===== src/rtl/nibble_serial_adder.sv =====
// Word-wide add/subtract unit that streams 4-bit slices through one carry-lookahead slice.
// A registered carry links consecutive slices; valid/ready handshakes on both sides.

module CarryLookAheadAdder4Bit (
  input  logic [3:0] i_a,
  input  logic [3:0] i_b,
  input  logic       i_c,
  output logic [3:0] o_sum,
  output logic       o_c
);

  logic [3:0] w_g;
  logic [3:0] w_p;
  logic [3:0] w_c;

  assign w_g = i_a & i_b;
  assign w_p = i_a ^ i_b;

  assign w_c[0] = i_c;
  assign w_c[1] = w_g[0] | (w_p[0] & i_c);
  assign w_c[2] = w_g[1] | (w_p[1] & w_g[0]) | (w_p[1] & w_p[0] & i_c);
  assign w_c[3] = w_g[2] | (w_p[2] & w_g[1]) | (w_p[2] & w_p[1] & w_g[0])
                | (w_p[2] & w_p[1] & w_p[0] & i_c);
  assign o_c    = w_g[3] | (w_p[3] & w_g[2]) | (w_p[3] & w_p[2] & w_g[1])
                | (w_p[3] & w_p[2] & w_p[1] & w_g[0])
                | (w_p[3] & w_p[2] & w_p[1] & w_p[0] & i_c);

  assign o_sum = w_p ^ w_c;

endmodule

module nibble_serial_adder #(
  parameter int unsigned WIDTH = 16
) (
  input  logic             clk,
  input  logic             reset,
  input  logic             in_valid,
  output logic             in_ready,
  input  logic [WIDTH-1:0] a,
  input  logic [WIDTH-1:0] b,
  input  logic             c_in,
  input  logic             sub,
  output logic             out_valid,
  input  logic             out_ready,
  output logic [WIDTH-1:0] sum,
  output logic             c_out,
  output logic             overflow
);

  localparam int unsigned NumSlices = WIDTH / 4;
  localparam int unsigned KW        = (NumSlices > 1) ? $clog2(NumSlices) : 1;
  localparam logic [KW-1:0] LastK   = KW'(NumSlices - 1);

  typedef enum logic [1:0] {StIdle, StRun, StDone} state_e;

  state_e           r_state, w_state_d;
  logic [WIDTH-1:0] r_a, w_a_d;
  logic [WIDTH-1:0] r_b, w_b_d;
  logic [WIDTH-1:0] r_sum, w_sum_d;
  logic [KW-1:0]    r_k, w_k_d;
  logic             r_carry, w_carry_d;
  logic             r_c_out, w_c_out_d;
  logic             r_ovf, w_ovf_d;

  logic [3:0]       w_slice_a;
  logic [3:0]       w_slice_b;
  logic [3:0]       w_slice_sum;
  logic             w_slice_c;

  // Slice operand select by counter.
  always_comb begin
    w_slice_a = '0;
    w_slice_b = '0;
    for (int unsigned i = 0; i < NumSlices; i++) begin
      if (r_k == KW'(i)) begin
        w_slice_a = r_a[4*i +: 4];
        w_slice_b = r_b[4*i +: 4];
      end
    end
  end

  CarryLookAheadAdder4Bit u_slice (
    .i_a   (w_slice_a),
    .i_b   (w_slice_b),
    .i_c   (r_carry),
    .o_sum (w_slice_sum),
    .o_c   (w_slice_c)
  );

  always_comb begin
    w_state_d = r_state;
    w_a_d     = r_a;
    w_b_d     = r_b;
    w_sum_d   = r_sum;
    w_k_d     = r_k;
    w_carry_d = r_carry;
    w_c_out_d = r_c_out;
    w_ovf_d   = r_ovf;
    unique case (r_state)
      StIdle: begin
        if (in_valid) begin
          w_a_d     = a;
          w_b_d     = sub ? ~b : b;
          w_carry_d = sub ? 1'b1 : c_in;
          w_k_d     = '0;
          w_state_d = StRun;
        end
      end
      StRun: begin
        for (int unsigned i = 0; i < NumSlices; i++) begin
          if (r_k == KW'(i)) begin
            w_sum_d[4*i +: 4] = w_slice_sum;
          end
        end
        w_carry_d = w_slice_c;
        if (r_k == LastK) begin
          w_k_d     = '0;
          w_state_d = StDone;
          w_c_out_d = w_slice_c;
          // Uses the just-assembled MSB so the flag lands together with the final slice.
          w_ovf_d   = (r_a[WIDTH-1] == r_b[WIDTH-1]) & (w_sum_d[WIDTH-1] != r_a[WIDTH-1]);
        end else begin
          w_k_d = r_k + KW'(1);
        end
      end
      StDone: begin
        if (out_ready) begin
          w_state_d = StIdle;
        end
      end
      default: w_state_d = StIdle;
    endcase
  end

  always_ff @(posedge clk or posedge reset) begin
    if (reset) begin
      r_state <= StIdle;
      r_a     <= '0;
      r_b     <= '0;
      r_sum   <= '0;
      r_k     <= '0;
      r_carry <= 1'b0;
      r_c_out <= 1'b0;
      r_ovf   <= 1'b0;
    end else begin
      r_state <= w_state_d;
      r_a     <= w_a_d;
      r_b     <= w_b_d;
      r_sum   <= w_sum_d;
      r_k     <= w_k_d;
      r_carry <= w_carry_d;
      r_c_out <= w_c_out_d;
      r_ovf   <= w_ovf_d;
    end
  end

  assign in_ready  = (r_state == StIdle);
  assign out_valid = (r_state == StDone);
  assign sum       = r_sum;
  assign c_out     = r_c_out;
  assign overflow  = r_ovf;

endmodule


===== config.mk =====
export PLATFORM = sky130hd
export DESIGN_NAME = nibble_serial_adder
export DESIGN_NICKNAME = d
export VERILOG_FILES = /design/src/rtl/nibble_serial_adder.sv
export SDC_FILE = /design/constraint.sdc
export NUM_CORES = 1
export LEC_CHECK = 0
export BUFFER_PORTS_ARGS = -buffer_cell sky130_fd_sc_hd__buf_4
export CAP_MARGIN = 30
export CORE_MARGIN = 2
export CORE_UTILIZATION = 40
export DETAILED_ROUTE_END_ITERATION = 8
export SYNTH_ARGS = -nofsm -noshare
export SYNTH_HDL_FRONTEND = slang
export SYNTH_SLANG_ARGS = --single-unit

===== constraint.sdc =====
create_clock -name clk -period 3.1 [get_ports clk]
set_input_delay 0.775 -clock clk [delete_from_list [all_inputs] [get_ports clk]]
set_output_delay 0.775 -clock clk [all_outputs]
set_load 0.02 [all_outputs]

==> results of run 1 <==
[worst reg2reg max path, cell delays in order (launching register included)]
cell	delay [ns]
dfrtp_1	0.41
inv_1	0.11
ha_1	0.49
nor2b_1	0.10
a221oi_1	0.29
nor3_1	0.10
a21o_1	0.19
ha_1	0.32
a21o_1	0.17
a21oi_1	0.17
xnor2_1	0.21
o21ai_0	0.14
[placed cells by master (no fill, tap or decap), drive strengths merged, types with 2 or more instances in the layout]
master	instances
dfrtp	55
nor2b	4
o21ai	42
inv	6
o31ai	2
nand2b	3
nor3	2
xnor2	18
nand2	101
ha	8
a21o	3
a21oi	17
buf	59
clkbuf	6
a221oi	2
nand3b	7
nor2	3
[state kept, by name, summed over array words and instances, names as in the netlist]
signal / cells
c_out: 1
overflow: 1
r_a: 16
r_b: 16
r_carry: 1
r_k: 2
r_state: 2
sum: 16
[metrics by stage]
step | hold slack, ns | util, % | power (µW)
after floorplan | 0.438 | - | 2570
final | 0.489 | 50.7 | 3540
after detailed placement | 0.467 | 49.1 | 3140
after global placement | 0.464 | 49.1 | 3090
after global routing | 0.512 | 50.7 | 3880
after CTS | 0.490 | 50.7 | 3570
[cell families after synthesis]
family                     count (synthesis)  share of synthesized area, %
AOI/OAI and AO/OA                         71                          15.1
xor gates and xnor gates                  19                          6.44
adders and majority gates                  9                          4.45
buffers and inverters                     21                          3.75
DFF                                       55                          50.9
muxes                                      1                         0.371
and+or+nand+nor                          122                          18.9
[cells in the mapped netlist (all sizes together)]
master / n
nand2: 101
dfrtp: 55
o21ai: 42
xnor2: 18
a21oi: 17
buf: 10
ha: 8
nand3b: 7
inv: 6
clkbuf: 5
nor2b: 4
a21o: 3
nand2b: 3
nor2: 3
a221oi: 2
nor3: 2
o31ai: 2
a41oi: 1
and2b: 1
fa: 1
mux2i: 1
nand3: 1
o21a: 1
o221ai: 1
o22a: 1
o31a: 1
xor2: 1
[final cells by class]
type	count	area share, %
Clock inverter	2	0.497
Multi-Input combinational cell	222	37.4
Clock buffer	6	2.52
Tap cell	77	2.94
Sequential cell	55	42.0
Timing Repair Buffer	59	13.9
Inverter	6	0.688
[layer usage]
layer  part of all wire, %  track usage, %  wire length (µm)  vias up
met1                    49            24.5              2770      975
met3                   6.0            3.90               341        9
met5                     0               0                 0        -
met4                   1.5            4.40                87        0
li1                      -               -                 -     1087
met2                    44            24.5              2490       59
[power groups by stage]
| stage | combinational (µW) | clock (µW) | sequential [µW] |
|---|---|---|---|
| 2_1_floorplan | 1230 | 0 | 1340 |
| 3_3_place_gp | 1800 | 0 | 1290 |
| 3_5_place_dp | 1850 | 0 | 1300 |
| 4_1_cts | 1860 | 429 | 1280 |
| 5_1_grt | 2090 | 464 | 1320 |
| 6_report | 1830 | 421 | 1280 |
[how the worst max path moves through the flow]
stage	from	endpoint
after global placement	r_k[0]$_DFFE_PP0P_	overflow$_DFFE_PP0P_
after CTS	r_k[1]$_DFFE_PP0P_	sum[6]$_DFFE_PP0P_
after global routing	r_k[1]$_DFFE_PP0P_	overflow$_DFFE_PP0P_
after floorplan	r_k[0]$_DFFE_PP0P_	sum[2]$_DFFE_PP0P_
after detailed placement	r_k[1]$_DFFE_PP0P_	sum[6]$_DFFE_PP0P_
final	r_k[1]$_DFFE_PP0P_	sum[6]$_DFFE_PP0P_
==> qor.yml, run 1 <==
setup_path:
  r2r_cells: 11
  critPathTopFamily: "compound AO/OA/AOI/OAI gates"
  cp.required_ns: 3.29
  crit_path_top_delay_cell: "ha_1"
  crit_path_start_kind: "register"
  rr_endpoint: "sum[6]$_DFFE_PP0P_"
  path_max_fanout: 17
  cp_slowest_stage_delay_ns: 0.49
  path_buf_inv: 1
  r2r_start: "r_k[1]$_DFFE_PP0P_"
  worst-path-stages: 11
  crit_chain: "inv_1, ha_1, nor2b_1, a221oi_1, nor3_1, a21o_1, ha_1, a21o_1, a21oi_1, xnor2_1, o21ai_0"
  critPathKind: "reg2reg"
  regToRegSetupSlack_ns: 0.27
  cp-end-kind: "register"
  arrival_ns: 3.02
run_status:
  status: "completed"
sta:
  final.min_clock_period_ns: 2.83
  setup_tns_ns: 0
  hold_viol: 0
  drv_slew: 0
  slew_headroom_pct: 55.8
  skew_ns: 0.00608
  worstMarginPinSlew_ns: 0.662
  fin_crit_sh_pct: 91.2
  clock.fmax_mhz: 354
  fin_ws_ns: 0.273
  setup_violations: 0
  rsz0062_at_grt: "no"
synthesis:
  ys_seq_elements: 55
  yosysTopAreaCellShare_pct: 50.9
  synth_cells: 298
  synth_fp_nets: 345
  yosys-top-cells-area: "dfrtp_1, nand2_1, o21ai_0"
  synth_area_per_cell_um2: 9.06
  yosysSeqAreaShare_pct: 50.9
  synth_top_cell_by_area: "dfrtp_1"
  synth.distinct_cells: 35
  synth_warnings: 0
  synth_area_um2: 2700
finish:
  layout.cells.non_filler: 427
  area_delta_synth_final_pct: 21.2
  postLayoutCellArea_um2: 3270
  multi_input_area_um2: 1220
  drive_gt1_share_pct: 20.9
  final_nets: 396
  n_antenna_cell: 0
  seq_area_um2: 1380
  n_fill_cell: 634
floorplan:
  core_area_um2: 6460
  die_w_um: 86.2
  die_area_um2: 7430
  core.rowCount: 29
  die_h_um: 86.2
  ios: 58
  initial_core_util_pct: 41.8
drt:
  drt-total-wl_um: 5690
  via_per_inst: 4.99
  dr.pass1.iters: 4
  drt_iter0_drc: 152
  num_vias: 2130
  drtAntennaViolNets: 0
  wire_per_inst_um: 13.3
  drcViolationCount: 0
pwr:
  pwr_density_cell_nw_per_um2: 1080
  pwr-share-clk_pct: 11.9
  p_switching_uw: 1570
  p_sw_share_pct: 44.3
  p_int_uw: 1970
  pwr-share-seq_pct: 36.2
  peakVddDrop_mv: 0.441
  comb_power_share_pct: 51.9
  p_leak_uw: 0.00159
clock_tree:
  cts_hold_buf: 0
  cts_buffers: 5
  clock-root-buffer: "clkbuf_8"
  cts_sinks: 55
  cts_resized: 0
  cts_tree: "built"
  htreeDepth: 2
  cts_setup_buffers: 0
  path_clk_slew_ns: 0.10
  clk_latency_ns: 0.31
  cts_buffer_depth: 2
place:
  gp_congestion: 0.779
  port-buffer-count: 57
  hpwl_um: 4190
  placed_area_um2: 3170
  dpl.cell_count: 419
  pre_cts_ws_ns: 0.337
global_route:
  grt_pass1_wl_um: 9730
  grt_pass1_vias: 2025
  grt_max_degree: 56
  grt_usage_pct: 16.5
  antenna_found_initial: 0
  grt-ovfl-total: 0
hold_path:
  whs_path_depth: 2
  hold_class: "reg2reg"
  worstHoldStart: "sum[4]$_DFFE_PP0P_"
  worst_hold_path.endpoint: "sum[4]$_DFFE_PP0P_"
flow_run:
  maxCapViolCount: 0
No activity file was read; power rests on OpenSTA's default activity.
==> run 2, diff against run 1 <==
--- a/config.mk
+++ b/config.mk
@@ -10,6 +10,7 @@
 export CORE_MARGIN = 2
 export CORE_UTILIZATION = 40
 export DETAILED_ROUTE_END_ITERATION = 8
+export PLACE_DENSITY_LB_ADDON = 0.15
 export SYNTH_ARGS = -nofsm -noshare
 export SYNTH_HDL_FRONTEND = slang
 export SYNTH_SLANG_ARGS = --single-unit
==> run 2 against run 1 <==
Compared with the run above: total power about the same; worst hold slack got worse by 0.0035 ns; global-route usage grew 0.071 points; worst setup slack better by 0.072 ns; die area stayed put; first-iteration DRC count down 46%; critical path depth is the same; clock-buffer cell count is 2 higher; via count decreased by 0.23%; critical path type unchanged; highest routed layer unchanged.
==> qor.yml, run 2 (synthesized netlist as in run 1, its figures left out) <==
clock_tree:
  cts_buffer_depth: 2  # unchanged
  cts_tree: "built"
  htreeDepth: 2  # unchanged
  path_clk_slew_ns: 0.09  # about the same
  cts_setup_buffers: 0  # unchanged
  cts_resized: 0  # unchanged
  cts_hold_buf: 0  # unchanged
  clk_latency_ns: 0.31  # about the same
  cts_buffers: 5  # unchanged
  clock-root-buffer: "clkbuf_8"
  cts_sinks: 55  # unchanged
sta:
  setup_violations: 0  # unchanged
  fin_ws_ns: 0.345  # +0.0723 ns
  hold_viol: 0  # unchanged
  worstMarginPinSlew_ns: 0.897  # +0.235 ns
  skew_ns: 0.00487  # -0.00121 ns
  clock.fmax_mhz: 363  # +2.6%
  final.min_clock_period_ns: 2.75  # -0.0723 ns
  fin_crit_sh_pct: 88.9  # -2.3 points
  slew_headroom_pct: 40.0  # -16 points
  drv_slew: 0  # unchanged
  setup_tns_ns: 0  # unchanged
  rsz0062_at_grt: "no"
finish:
  final_nets: 396  # unchanged
  mostFrequentLayoutCell: "nand2_1"
  layout_common_cells: "nand2_1, buf_4, dfrtp_1"
  area_delta_synth_final_pct: 21.2  # about the same
  drive_gt1_share_pct: 20.6  # -0.29 points
  n_antenna_cell: 0  # unchanged
global_route:
  grt-ovfl-total: 0  # unchanged
  grt_pass1_vias: 2089  # +3.2%
  grt_pass1_wl_um: 9800  # +0.71%
  grt_max_degree: 35  # -38%
  grt_usage_pct: 16.6  # +0.071 points
  antenna_found_initial: 0  # unchanged
place:
  gp_congestion: 0.836  # +7.3%
  pre_cts_ws_ns: 0.370  # +0.0331 ns
  port-buffer-count: 57  # unchanged
  hpwl_um: 4200  # +0.19%
floorplan:
  die_h_um: 86.2  # unchanged
  core.rowCount: 29  # unchanged
  ios: 58  # unchanged
  die_area_um2: 7430  # unchanged
  core_area_um2: 6460  # unchanged
  die_w_um: 86.2  # unchanged
  initial_core_util_pct: 41.8  # unchanged
hold_path:
  worst_hold_path.endpoint: "r_b[10]$_DFFE_PP0P_"
  hold_class: "reg2reg"
  whs_path_depth: 2  # unchanged
  worstHoldStart: "r_b[10]$_DFFE_PP0P_"
pwr:
  pwr_density_cell_nw_per_um2: 1080  # -0.12%
  p_leak_uw: 0.00159  # +0.26%
  power_uw: 3530  # about the same
  peakVddDrop_mv: 0.533  # +21%
drt:
  drt_iter0_drc: 82  # -46%
  dr.pass1.iters: 4  # unchanged
  drcViolationCount: 0  # unchanged
  via_per_inst: 4.98  # -0.23%
  num_vias: 2125  # -0.23%
  drtAntennaViolNets: 0  # unchanged
  drt-total-wl_um: 5690  # about the same
  wire_per_inst_um: 13.3  # about the same
setup_path:
  critPathTopFamily: "adder cells"
  regToRegSetupSlack_ns: 0.35  # +0.07 ns
  cp_slowest_stage_delay_ns: 0.47  # -0.02 ns
  path_buf_inv: 1  # unchanged
  critPathKind: "reg2reg"
  path_max_fanout: 17  # unchanged
  cpMostUsedCell: "ha_1"
  crit_path_top_delay_cell: "ha_1"
  cp-end-kind: "register"
  rr_endpoint: "overflow$_DFFE_PP0P_"
  arrival_ns: 2.99  # -0.03 ns
  crit_chain: "inv_1, ha_1, nor2b_1, a221oi_1, nor3_1, a21o_1, ha_1, a41oi_2, o21ai_2, xnor2_2, mux2i_1"
  cp.required_ns: 3.34  # +0.05 ns
  r2r_start: "r_k[1]$_DFFE_PP0P_"
  crit_path_start_kind: "register"
  r2r_cells: 11  # unchanged
run_status:
  status: "completed"
flow_run:
  maxCapViolCount: 0  # unchanged
run 2: cell types whose count changed in the layout (fill, tap and decap cells not counted):
cell,previous run,this run
clkinv_4,1,0
clkinvlp_4,1,0
clkbuf_1,0,1
clkbuf_8,6,7
run 2: worst register-to-register path, delay by kind of cell (launching register included):
family | cells | cell delay, ns
multiplexers | 1 | 0.22
adder cells (fa/ha/maj) | 2 | 0.77
buffers and inverters | 1 | 0.10
flip-flops | 1 | 0.41
XOR/XNOR | 1 | 0.25
AND/OR/NAND/NOR | 2 | 0.20
AO/OA/AOI/OAI | 4 | 0.72
run 2: worst max-delay path by stage:
stage	from	end	slack, ns	cells after the start
finish	r_k[1]$_DFFE_PP0P_	overflow$_DFFE_PP0P_	0.35	11
floorplan	r_k[0]$_DFFE_PP0P_	sum[2]$_DFFE_PP0P_	0.74	10
global route	r_k[1]$_DFFE_PP0P_	sum[6]$_DFFE_PP0P_	0.1	11
CTS	r_k[1]$_DFFE_PP0P_	overflow$_DFFE_PP0P_	0.34	11
detailed placement	r_k[1]$_DFFE_PP0P_	sum[2]$_DFFE_PP0P_	0.37	11
global placement	r_k[1]$_DFFE_PP0P_	sum[6]$_DFFE_PP0P_	0.46	11
run 2: metal layers:
metal  up-vias  global-route usage (%)  wire length [µm]
li1       1082                       -                 -
met1       993                    23.8              2900
met2        44                    25.7              2490
met3         6                    3.52               225
met4         0                    4.69                68
met5         -                       0                 0
run 2: layout make-up:
class | count | area (µm²)
timing repair buffer | 59 | 455
sequential | 55 | 1380
fill | 638 | 3180
inverter | 6 | 22.5
clock buffer | 8 | 100
tap | 77 | 96.3
multi-input combinational | 222 | 1220
run 2: through the flow:
step	hold WS, ns	utilization (%)	std cells	cell area [µm²]
after floorplan	0.438	-	298	2700
after global placement	0.462	49.1	419	3170
after detailed placement	0.463	49.1	419	3170
after CTS	0.492	50.7	427	3270
after global routing	0.511	50.7	427	3270
final	0.486	50.7	427	3270
run 2: where the power goes:
part           leakage (µW)  switching, µW  total (µW)  internal, µW
combinational      0.000852           1090        1820           733
clock             0.0000515            223         427           204
sequential         0.000690            229        1280          1050
total               0.00159           1540        3530          1990
==> run 3, diff against run 2 <==
--- a/config.mk
+++ b/config.mk
@@ -5,11 +5,11 @@
 export SDC_FILE = /design/constraint.sdc
 export NUM_CORES = 1
 export LEC_CHECK = 0
-export BUFFER_PORTS_ARGS = -buffer_cell sky130_fd_sc_hd__buf_4
 export CAP_MARGIN = 30
 export CORE_MARGIN = 2
 export CORE_UTILIZATION = 40
 export DETAILED_ROUTE_END_ITERATION = 8
+export DONT_BUFFER_PORTS = 1
 export PLACE_DENSITY_LB_ADDON = 0.15
 export SYNTH_ARGS = -nofsm -noshare
 export SYNTH_HDL_FRONTEND = slang
==> run 3 against run 2 <==
Compared with the run above: critical path depth unchanged; critical path type unchanged; clock power shrank 6.8%; clock skew is 0.00095 ns higher; largest cell class unchanged; sequential power is 10% higher; worst hold slack worse by 0.067 ns; highest routed layer unchanged; die area stayed put; largest power group unchanged.
==> qor.yml, run 3 (synthesized netlist as in run 1, its figures left out) <==
sta:
  skew_ns: 0.00581  # +0.000945 ns
  fin_crit_sh_pct: 87.6  # -1.2 points
  setup_tns_ns: 0  # unchanged
  final.min_clock_period_ns: 2.72  # -0.0380 ns
  clock.fmax_mhz: 368  # +1.4%
  fin_ws_ns: 0.383  # +0.0380 ns
  hold_viol: 0  # unchanged
  worst_hold_slack_ns: 0.419  # -0.0668 ns
  setup_violations: 0  # unchanged
  worstMarginPinSlew_ns: 0.709  # -0.188 ns
  slew_headroom_pct: 52.7  # +13 points
  drv_slew: 0  # unchanged
  rsz0062_at_grt: "no"
finish:
  multi_input_area_um2: 1220  # unchanged
  seq_area_um2: 1380  # unchanged
  layout_common_cells: "nand2_1, dfrtp_1, o21ai_0"
  n_fill_cell: 666  # +4.4%
  mostFrequentLayoutCell: "nand2_1"
  drive_gt1_share_pct: 6.10  # -14 points
  final_nets: 341  # -14%
  n_antenna_cell: 0  # unchanged
  area_delta_synth_final_pct: 5.51
flow_run:
  maxCapViolCount: 0  # unchanged
drt:
  dr_wl_met3_um: 293  # +30%
  drt-total-wl_um: 5570  # -2.1%
  via_per_inst: 5.10  # +2.4%
  num_vias: 1896  # -11%
  drt_iter0_drc: 59  # -28%
  drtAntennaViolNets: 0  # unchanged
  wl_met1_um: 2800  # -3.4%
  top_layer_used: "met4"
  wl_met2_um: 2420  # -3.1%
  wire_per_inst_um: 15.0  # +12%
  dr.pass1.iters: 4  # unchanged
  drcViolationCount: 0  # unchanged
global_route:
  grt_pass1_wl_um: 9400  # -4.0%
  antenna_found_initial: 0  # unchanged
  grt-ovfl-total: 0  # unchanged
  grt_max_degree: 51  # +46%
  grt_pass1_vias: 1878  # -10%
  grt_usage_pct: 16.1  # -0.54 points
clock_tree:
  cts_resized: 0  # unchanged
  clock-root-buffer: "clkbuf_8"
  cts_sinks: 55  # unchanged
  cts_tree: "built"
  cts_setup_buffers: 0  # unchanged
  htreeDepth: 2  # unchanged
  cts_buffer_depth: 2  # unchanged
  path_clk_slew_ns: 0.10  # about the same
  cts_hold_buf: 0  # unchanged
  cts_buffers: 5  # unchanged
  clk_latency_ns: 0.31  # about the same
floorplan:
  core_area_um2: 6460  # unchanged
  die_w_um: 86.2  # unchanged
  die_area_um2: 7430  # unchanged
  initial_core_util_pct: 41.8  # unchanged
  die_h_um: 86.2  # unchanged
  ios: 58  # unchanged
  core.rowCount: 29  # unchanged
run_status:
  status: "completed"
setup_path:
  path_max_fanout: 17  # unchanged
  regToRegSetupSlack_ns: 0.38  # +0.04 ns
  crit_path_start_kind: "register"
  r2r_start: "r_k[1]$_DFFE_PP0P_"
  arrival_ns: 2.91  # -0.08 ns
  setup.worst_path.start: "r_k[1]$_DFFE_PP0P_"
  rr_endpoint: "sum[6]$_DFFE_PP0P_"
  endpoint: "sum[6]$_DFFE_PP0P_"
  critPathKind: "reg2reg"
  cp-end-kind: "register"
  r2r_cells: 11  # unchanged
  cp.required_ns: 3.29  # -0.05 ns
hold_path:
  hold_class: "in2async"
pwr:
  p_leak_uw: 0.00131  # -18%
  peakVddDrop_mv: 0.447  # -16%
  pwr_density_cell_nw_per_um2: 1160  # +7.7%
place:
  port-buffer-count: 0  # -100%
  gp_congestion: 0.789  # -5.6%
  pre_cts_ws_ns: 0.384  # +0.0148 ns
  hpwl_um: 4070  # -3.2%
[run 3: cell count changes in the layout (fill, tap and decap cells not counted)]
cell	delta
buf_4	-55
clkbuf_1	-1
clkbuf_8	-2
clkinv_2	+1
clkinvlp_4	+2
[run 3: worst min-delay path by stage]
stage	from	endpoint	slack, ns	depth (start not counted)
2_1_floorplan	r_a[0]$_DFFE_PP0P_	r_a[0]$_DFFE_PP0P_	0.44	2
3_3_place_gp	r_b[8]$_DFFE_PP0P_	r_b[8]$_DFFE_PP0P_	0.47	2
3_5_place_dp	r_a[14]$_DFFE_PP0P_	r_a[14]$_DFFE_PP0P_	0.47	2
4_1_cts	reset	r_b[1]$_DFFE_PP0P_	0.44	1
5_1_grt	reset	r_b[1]$_DFFE_PP0P_	0.47	1
6_report	reset	r_b[1]$_DFFE_PP0P_	0.42	1
[run 3: metrics by stage]
step,utilization [%],total power (µW),cells,cell area [µm²]
floorplan,-,2570,298,2700
global placement,42.8,2940,364,2760
detailed placement,42.8,2960,364,2760
CTS,44.1,3370,372,2850
global route,44.1,3670,372,2850
finish,44.1,3310,372,2850
[run 3: layout make-up]
class,instances,area share [%]
inverters,6,0.790
repair buffers,4,1.49
multi-input cells,222,42.9
flip-flops and latches,55,48.3
clock inverters,3,0.702
well taps,77,3.38
clock buffers,5,2.41
[run 3: power breakdown]
| group | total (µW) | switching (µW) | internal [µW] | leakage, µW |
|---|---|---|---|---|
| logic | 1500 | 916 | 583 | 0.000582 |
| registers | 1410 | 362 | 1050 | 0.000690 |
| clock network | 398 | 240 | 158 | 0.0000402 |
| total | 3310 | 1520 | 1790 | 0.00131 |
[run 3: metal layers]
| layer | vias to the layer above | global-route usage [%] |
|---|---|---|
| met5 | - | 0 |
| met4 | 0 | 4.97 |
| li1 | 967 | - |
| met3 | 4 | 3.81 |
| met2 | 43 | 23.5 |
| met1 | 882 | 23.8 |
[run 3: critical path, stage by stage (launching register included)]
cell,delay [ns]
dfrtp_1,0.41
inv_1,0.10
ha_1,0.45
nor2b_1,0.09
a221oi_1,0.28
nor3_1,0.10
a21o_1,0.16
ha_1,0.32
a21o_1,0.17
a21oi_1,0.16
xnor2_1,0.21
o21ai_0,0.14
